<file path="src/rtl/peri_ps2_tx.sv">
`timescale 1ns/1ps
// PS/2 host-to-device transmitter: sends one command byte to the keyboard
// over open-drain clock/data pads and reports progress in a status word.
module peri_ps2_tx #(
    parameter int INHIBIT_CYCLES = 1000,
    parameter int TIMEOUT_CYCLES = 150000
) (
    input  logic        clk_i,
    input  logic        rst_i,
    input  logic        we_ps2tx_i,
    input  logic [31:0] data_in_i,
    input  logic        ps2_reloj_i,
    input  logic        ps2_data_i,
    output logic        ps2_clk_oe_o,
    output logic        ps2_data_oe_o,
    output logic        rx_inhibit_o,
    output logic [31:0] out_ps2tx_o
);

    localparam int MAX_CNT = (TIMEOUT_CYCLES > INHIBIT_CYCLES) ? TIMEOUT_CYCLES : INHIBIT_CYCLES;
    localparam int CNT_W   = $clog2(MAX_CNT + 1);
    localparam logic [CNT_W-1:0] INHIBIT_LAST = CNT_W'(INHIBIT_CYCLES - 1);
    localparam logic [CNT_W-1:0] TIMEOUT_LAST = CNT_W'(TIMEOUT_CYCLES - 1);

    typedef enum logic [2:0] {
        S_IDLE,
        S_INHIBIT,
        S_REQUEST,
        S_SHIFT,
        S_ACK,
        S_WAIT_IDLE,
        S_DONE
    } PsState;

    PsState           r_state;
    PsState           w_stateNext;
    logic [CNT_W-1:0] r_cycleCount;
    logic [3:0]       r_edgeCount;
    logic [3:0]       w_edgeNext;
    logic [2:0]       w_bitIdx;
    logic [7:0]       r_byte;
    logic             r_parity;
    logic             r_dataOe;
    logic             r_busy;
    logic             r_done;
    logic             r_ackOk;
    logic             r_nack;
    logic             r_timeout;
    logic             r_clkMeta;
    logic             r_clkSync;
    logic             r_clkPrev;
    logic             r_dataMeta;
    logic             r_dataSync;
    logic             w_clkOe;
    logic             w_fe;
    logic             w_active;
    logic             w_timeoutHit;
    logic             w_accept;
    logic             w_unusedData;

    assign w_unusedData = ^data_in_i[31:8];

    // Bring both asynchronous pads into the clock domain and keep the previous clock sample
    always_ff @(posedge clk_i) begin
        if (rst_i) begin
            r_clkMeta  <= 1'b1;
            r_clkSync  <= 1'b1;
            r_clkPrev  <= 1'b1;
            r_dataMeta <= 1'b1;
            r_dataSync <= 1'b1;
        end else begin
            r_clkMeta  <= ps2_reloj_i;
            r_clkSync  <= r_clkMeta;
            r_clkPrev  <= r_clkSync;
            r_dataMeta <= ps2_data_i;
            r_dataSync <= r_dataMeta;
        end
    end

    // Our own clock pull-down must never be mistaken for a device clock edge
    assign w_clkOe      = (r_state == S_INHIBIT);
    assign w_fe         = r_clkPrev & ~r_clkSync & ~w_clkOe;
    assign w_active     = (r_state == S_REQUEST) || (r_state == S_SHIFT) ||
                          (r_state == S_ACK) || (r_state == S_WAIT_IDLE);
    assign w_timeoutHit = w_active && (r_cycleCount == TIMEOUT_LAST);
    assign w_accept     = (r_state == S_IDLE) && we_ps2tx_i;
    assign w_edgeNext   = r_edgeCount + 4'd1;
    assign w_bitIdx     = w_edgeNext[2:0] - 3'd1;

    // Next-state selection; a timeout overrides every in-flight state
    always_comb begin
        w_stateNext = r_state;
        case (r_state)
            S_IDLE:      if (we_ps2tx_i) w_stateNext = S_INHIBIT;
            S_INHIBIT:   if (r_cycleCount == INHIBIT_LAST) w_stateNext = S_REQUEST;
            S_REQUEST:   w_stateNext = S_SHIFT;
            S_SHIFT:     if (w_fe && (w_edgeNext == 4'd10)) w_stateNext = S_ACK;
            S_ACK:       if (w_fe) w_stateNext = S_WAIT_IDLE;
            S_WAIT_IDLE: if (r_clkSync && r_dataSync) w_stateNext = S_DONE;
            S_DONE:      w_stateNext = S_IDLE;
            default:     w_stateNext = S_IDLE;
        endcase
        if (w_timeoutHit) begin
            w_stateNext = S_IDLE;
        end
    end

    // State register, cycle/edge counters, data line drive and sticky status flags
    always_ff @(posedge clk_i) begin
        if (rst_i) begin
            r_state      <= S_IDLE;
            r_cycleCount <= '0;
            r_edgeCount  <= 4'd0;
            r_byte       <= 8'h00;
            r_parity     <= 1'b0;
            r_dataOe     <= 1'b0;
            r_busy       <= 1'b0;
            r_done       <= 1'b0;
            r_ackOk      <= 1'b0;
            r_nack       <= 1'b0;
            r_timeout    <= 1'b0;
        end else begin
            r_state <= w_stateNext;

            if ((r_state == S_INHIBIT) && (w_stateNext == S_REQUEST)) begin
                r_cycleCount <= '0;
            end else if ((r_state == S_INHIBIT) || w_active) begin
                r_cycleCount <= r_cycleCount + 1'b1;
            end else begin
                r_cycleCount <= '0;
            end

            if (w_accept) begin
                r_byte    <= data_in_i[7:0];
                r_parity  <= ~^data_in_i[7:0];
                r_busy    <= 1'b1;
                r_done    <= 1'b0;
                r_ackOk   <= 1'b0;
                r_nack    <= 1'b0;
                r_timeout <= 1'b0;
            end

            case (r_state)
                S_INHIBIT: begin
                    if (w_stateNext == S_REQUEST) begin
                        r_dataOe    <= 1'b1;
                        r_edgeCount <= 4'd0;
                    end
                end
                S_SHIFT: begin
                    if (w_fe) begin
                        r_edgeCount <= w_edgeNext;
                        case (w_edgeNext)
                            4'd1, 4'd2, 4'd3, 4'd4,
                            4'd5, 4'd6, 4'd7, 4'd8: r_dataOe <= ~r_byte[w_bitIdx];
                            4'd9:                   r_dataOe <= ~r_parity;
                            default:                r_dataOe <= 1'b0;
                        endcase
                    end
                end
                S_ACK: begin
                    if (w_fe) begin
                        r_edgeCount <= w_edgeNext;
                        if (r_dataSync) begin
                            r_nack <= 1'b1;
                        end else begin
                            r_ackOk <= 1'b1;
                        end
                    end
                end
                S_WAIT_IDLE: begin
                    if (w_stateNext == S_DONE) begin
                        r_done <= 1'b1;
                        r_busy <= 1'b0;
                    end
                end
                default: begin
                end
            endcase

            if (w_timeoutHit) begin
                r_dataOe  <= 1'b0;
                r_timeout <= 1'b1;
                r_done    <= 1'b1;
                r_busy    <= 1'b0;
            end
        end
    end

    assign ps2_clk_oe_o  = w_clkOe;
    assign ps2_data_oe_o = r_dataOe;
    assign rx_inhibit_o  = (r_state != S_IDLE);
    assign out_ps2tx_o   = {19'b0, r_timeout, r_nack, r_ackOk, r_done, r_busy, r_byte};

endmodule

</file>
<file path="config.mk">
export PLATFORM = sky130hd
export DESIGN_NAME = peri_ps2_tx
export DESIGN_NICKNAME = d
export VERILOG_FILES = /design/src/rtl/peri_ps2_tx.sv
export SDC_FILE = /design/constraint.sdc
export NUM_CORES = 1
export LEC_CHECK = 0
export BUFFER_PORTS_ARGS = -buffer_cell sky130_fd_sc_hd__buf_4
export CAP_MARGIN = 10
export CORE_ASPECT_RATIO = 0.7
export CORE_MARGIN = 4
export CORE_UTILIZATION = 43
export DETAILED_ROUTE_END_ITERATION = 10
export GPL_TIMING_DRIVEN = 0
export HOLD_SLACK_MARGIN = 0.03
export PLACE_DENSITY = 0.71
export SLEW_MARGIN = 5
export SYNTH_ARGS = -nofsm -noshare
export SYNTH_HDL_FRONTEND = slang
export SYNTH_SLANG_ARGS = --single-unit
</file>
<file path="constraint.sdc">
create_clock -name clk_i -period 2.2 [get_ports clk_i]
set_input_delay 0.44 -clock clk_i [delete_from_list [all_inputs] [get_ports clk_i]]
set_output_delay 0.44 -clock clk_i [all_outputs]
set_load 0.02 [all_outputs]
</file>
==> flow_summary.json <==
{
  "drt-total-wl_mm": 5.304,
  "grt_util_met1_pct": 22.24,
  "clock_latency_ps": 310,
  "placement.io_buffers": 28,
  "std_cell_rows": 22,
  "timing.critical_path.fanout_max": 6,
  "worstSetupEndpointType": "flop",
  "final.period_utilization_pct": 96.21,
  "timing.setup.tns_ps": 0,
  "gr-usage-met2_pct": 20.67,
  "areaGrowthSynthToFinish_pct": 22.24,
  "horizontal_die_dimension_um": 98.47,
  "grt_start_max_net_pins": 15,
  "ordered_cell_list_for_the_critical_path": "or4_4, nor4_4, buf_4, a2111o_2, o21ai_4, buf_4, nor2_1",
  "met3_usage_pct": 3.405,
  "timing.clock.skew_ps": 6.096,
  "postRouteAntennaNets": 0,
  "top_usage_layer": "met1",
  "route.detailed.drc": 0,
  "final_net_count": 396,
  "timing_hold_violations_final": 0,
  "path_clk_slew_ps": 90,
  "grt_pass1_vias": 1829,
  "worst_margin_slew_ps": 772.3,
  "power_frac_seq_pct": 51.9,
  "worst-endpoint-required_ps": 2450,
  "clock_tree.root_cell": "clkbuf_8",
  "die-height_um": 71.33,
  "netlist_area_mm2": 0.002464,
  "p_int_mw": 1.193,
  "detailed_route_iter0_violations": 89,
  "post_cts_hold_buffer_count": 0,
  "initial_utilization_pct": 45.66,
  "timing_max_transition_violations_final": 0,
  "tritoncts": "yes",
  "routed-via-count": 2044,
  "fmax_ghz": 0.4724,
  "design.portCount": 72,
  "cts_buffers": 5,
  "total_power_mw": 1.629,
  "post_drt_wl_per_cell_um": 12.51,
  "whs_ps": 305.8,
  "netSwitchingPower_uw": 436.0,
  "pre_cts_slack_ps": -174.9,
  "maxCapViolations": 0,
  "crit_slowest_cell": "or4_4",
  "detailedRoute.firstPassIterationCount": 4,
  "gpl.final_weighted_congestion": 0.8441,
  "crit_family": "simple AND/OR/NAND/NOR gates",
  "ys_ff_latch": 45,
  "die_ar_mm2": 0.007024,
  "status": "finished, final reports clean",
  "post_synth_num_cell_types": 47,
  "setup.worst_path.class": "flop to flop",
  "max_ir_drop_vdd_mv": 0.3480,
  "cpMostUsedCell": "buf_4",
  "pwr_density_cell_mw_per_mm2": 540.9,
  "finalSetupViolCount": 0,
  "total_inserted_antenna_cells": 0,
  "sw_frac_of_total_pct": 26.76,
  "clock_power_share_pct": 33.6,
  "max-clock-path-buffers": 2,
  "unrepaired_setup_endpoints_after_global_routing": "false",
  "timing.final.ws_setup_ps": 83.27,
  "via_per_inst": 4.821,
  "grt_remaining_overflow": 0,
  "hpwl_reported_at_the_end_of_detailed_placement_mm": 3.995,
  "gr-usage-all-layers_pct": 14.97,
  "part_of_the_total_power_dissipated_in_combinational_logic_pct": 14.4,
  "share_of_final_layout_standard_cells_stronger_than_drive_strength_1_pct": 26.14,
  "post_synth_inst_count": 292,
  "timing.final.crit_period_ps": 2117,
  "leakage_nw": 1.178,
  "postSynthAreaPerCell_um2": 8.437,
  "grt_first_pass_wirelength_mm": 8.507,
  "synth-seq-area-share_pct": 36.57,
  "critical-path-max-stage-delay_ps": 550,
  "cts.htree.levels": 2,
  "worst-path-buf-inv": 2,
  "synth-warning-count": 0,
  "core_region_area_mm2": 0.005395,
  "yosys_most_used_dff": "dfxtp_1",
  "critical_path_arrival_ps": 2370,
  "antenna_found_initial": 0,
  "worst_slew_margin_rel_pct": 48.04,
  "timing.hold.worst.class": "input port to flop",
  "number_of_flops_mapped_to_enable_cells_by_yosys": 0,
  "tritoncts_num_sinks": 45,
  "worst_setup_path_start_kind": "flop",
  "async_reset_ff_share_pct": 0
}
## worst paths after layout
check | endpoint | cells after the start | from | slack (ps)
max | r_cycleCount[14] | 7 | r_cycleCount[4] | 80
min | r_dataMeta | 2 | ps2_data_i | 310
max reg2reg | r_cycleCount[14] | 7 | r_cycleCount[4] | 80
min reg2reg | r_clkSync | 1 | r_clkMeta | 420
## cell families (layout without fill, tap and decap cells)
group | Yosys count | in the layout | share of synthesized area [%]
AO/OA/AOI/OAI | 39 | 39 | 10.97
AND/OR/NAND/NOR | 122 | 122 | 24.43
buffers and inverters | 44 | 86 | 10.72
adder cells (fa/ha/maj) | 8 | 8 | 4.063
other | 1 | 19 | 0.1522
XOR/XNOR | 27 | 27 | 9.599
flip-flops | 45 | 45 | 36.57
multiplexers | 6 | 6 | 3.504
## cell type report
cell class	instances	area [um^2]
Timing Repair Buffer	34	267.8
Fill cell	503	2384
Inverter	10	37.54
Buffer	34	234.0
Tap cell	72	90.09
Clock buffer	6	82.58
Sequential cell	45	905.9
Multi-Input combinational cell	221	1380
Clock inverter	2	13.76
## worst register-to-register path, stage by stage (launching register included)
cell	delay, ps
dfxtp_4	350
or4_4	550
nor4_4	400
buf_4	180
a2111o_2	220
o21ai_4	90
buf_4	170
nor2_1	100
## synthesized netlist by cell type, types with 4 or more instances
master	count	share of area [%]
dfxtp_1	45	37
nand2_1	40	6.1
nor2_1	32	4.9
buf_4	24	7.3
a21oi_1	19	3.9
xnor2_1	18	6.4
inv_1	10	1.5
nand3_1	10	2.0
nor3_1	9	1.8
xor2_1	9	3.2
ha_1	8	4.1
clkbuf_1	7	1.1
or2_2	7	1.8
nor4_1	4	1.0
o211ai_1	4	1.2
## flip-flops by register name, summed over array words and instances (netlist names), 3 cells and up
| register | cells |
|---|---|
| r_edgeCount | 4 |
| r_cycleCount | 18 |
| r_byte | 8 |
| r_state | 3 |
## metal layers
metal  up-vias  part of all wire, %  wire [um]
li1       1066                    -          -
met5         -                    0          0
met4         0                  1.6         83
met2        48                   41       2189
met3         8                  6.6        350
met1       922                   51       2681
## stage by stage
stage	utilization, %	instances	instance area, um^2
final	55.82	424	3012
after global routing	55.82	424	3012
after CTS	54.68	420	2950
after detailed placement	52.48	410	2831
after global placement	52.48	410	2831
after floorplan	-	310	2531
## cells in the final DEF (no fill, tap or decap), types with 3 or more instances in the layout
cell type   n
nor3_1      9
mux2i_1     3
nor2_1     32
inv_1      10
clkbuf_8    6
clkbuf_1    6
conb_1     19
dfxtp_1    43
nand2_1    40
nand3_1    10
o211ai_1    4
buf_4      57
xor2_1      9
a21oi_1    19
ha_1        8
xnor2_1    18
and3_1      3
or2_2       7
## repair_timing
item,4_1_cts,5_1_grt
pin swaps,1,5
buffers inserted,2,4
endpoints found under the setup margin,11,19
resized for setup,2,9
## power groups by stage
stage	sequential, mW	clock [mW]	combinational [mW]
2_1_floorplan	0.874	0	0.151
3_3_place_gp	0.866	0	0.221
3_5_place_dp	0.866	0	0.223
4_1_cts	0.847	0.564	0.226
5_1_grt	0.849	0.592	0.255
6_report	0.846	0.548	0.235
(Power assumes the default switching activity.)
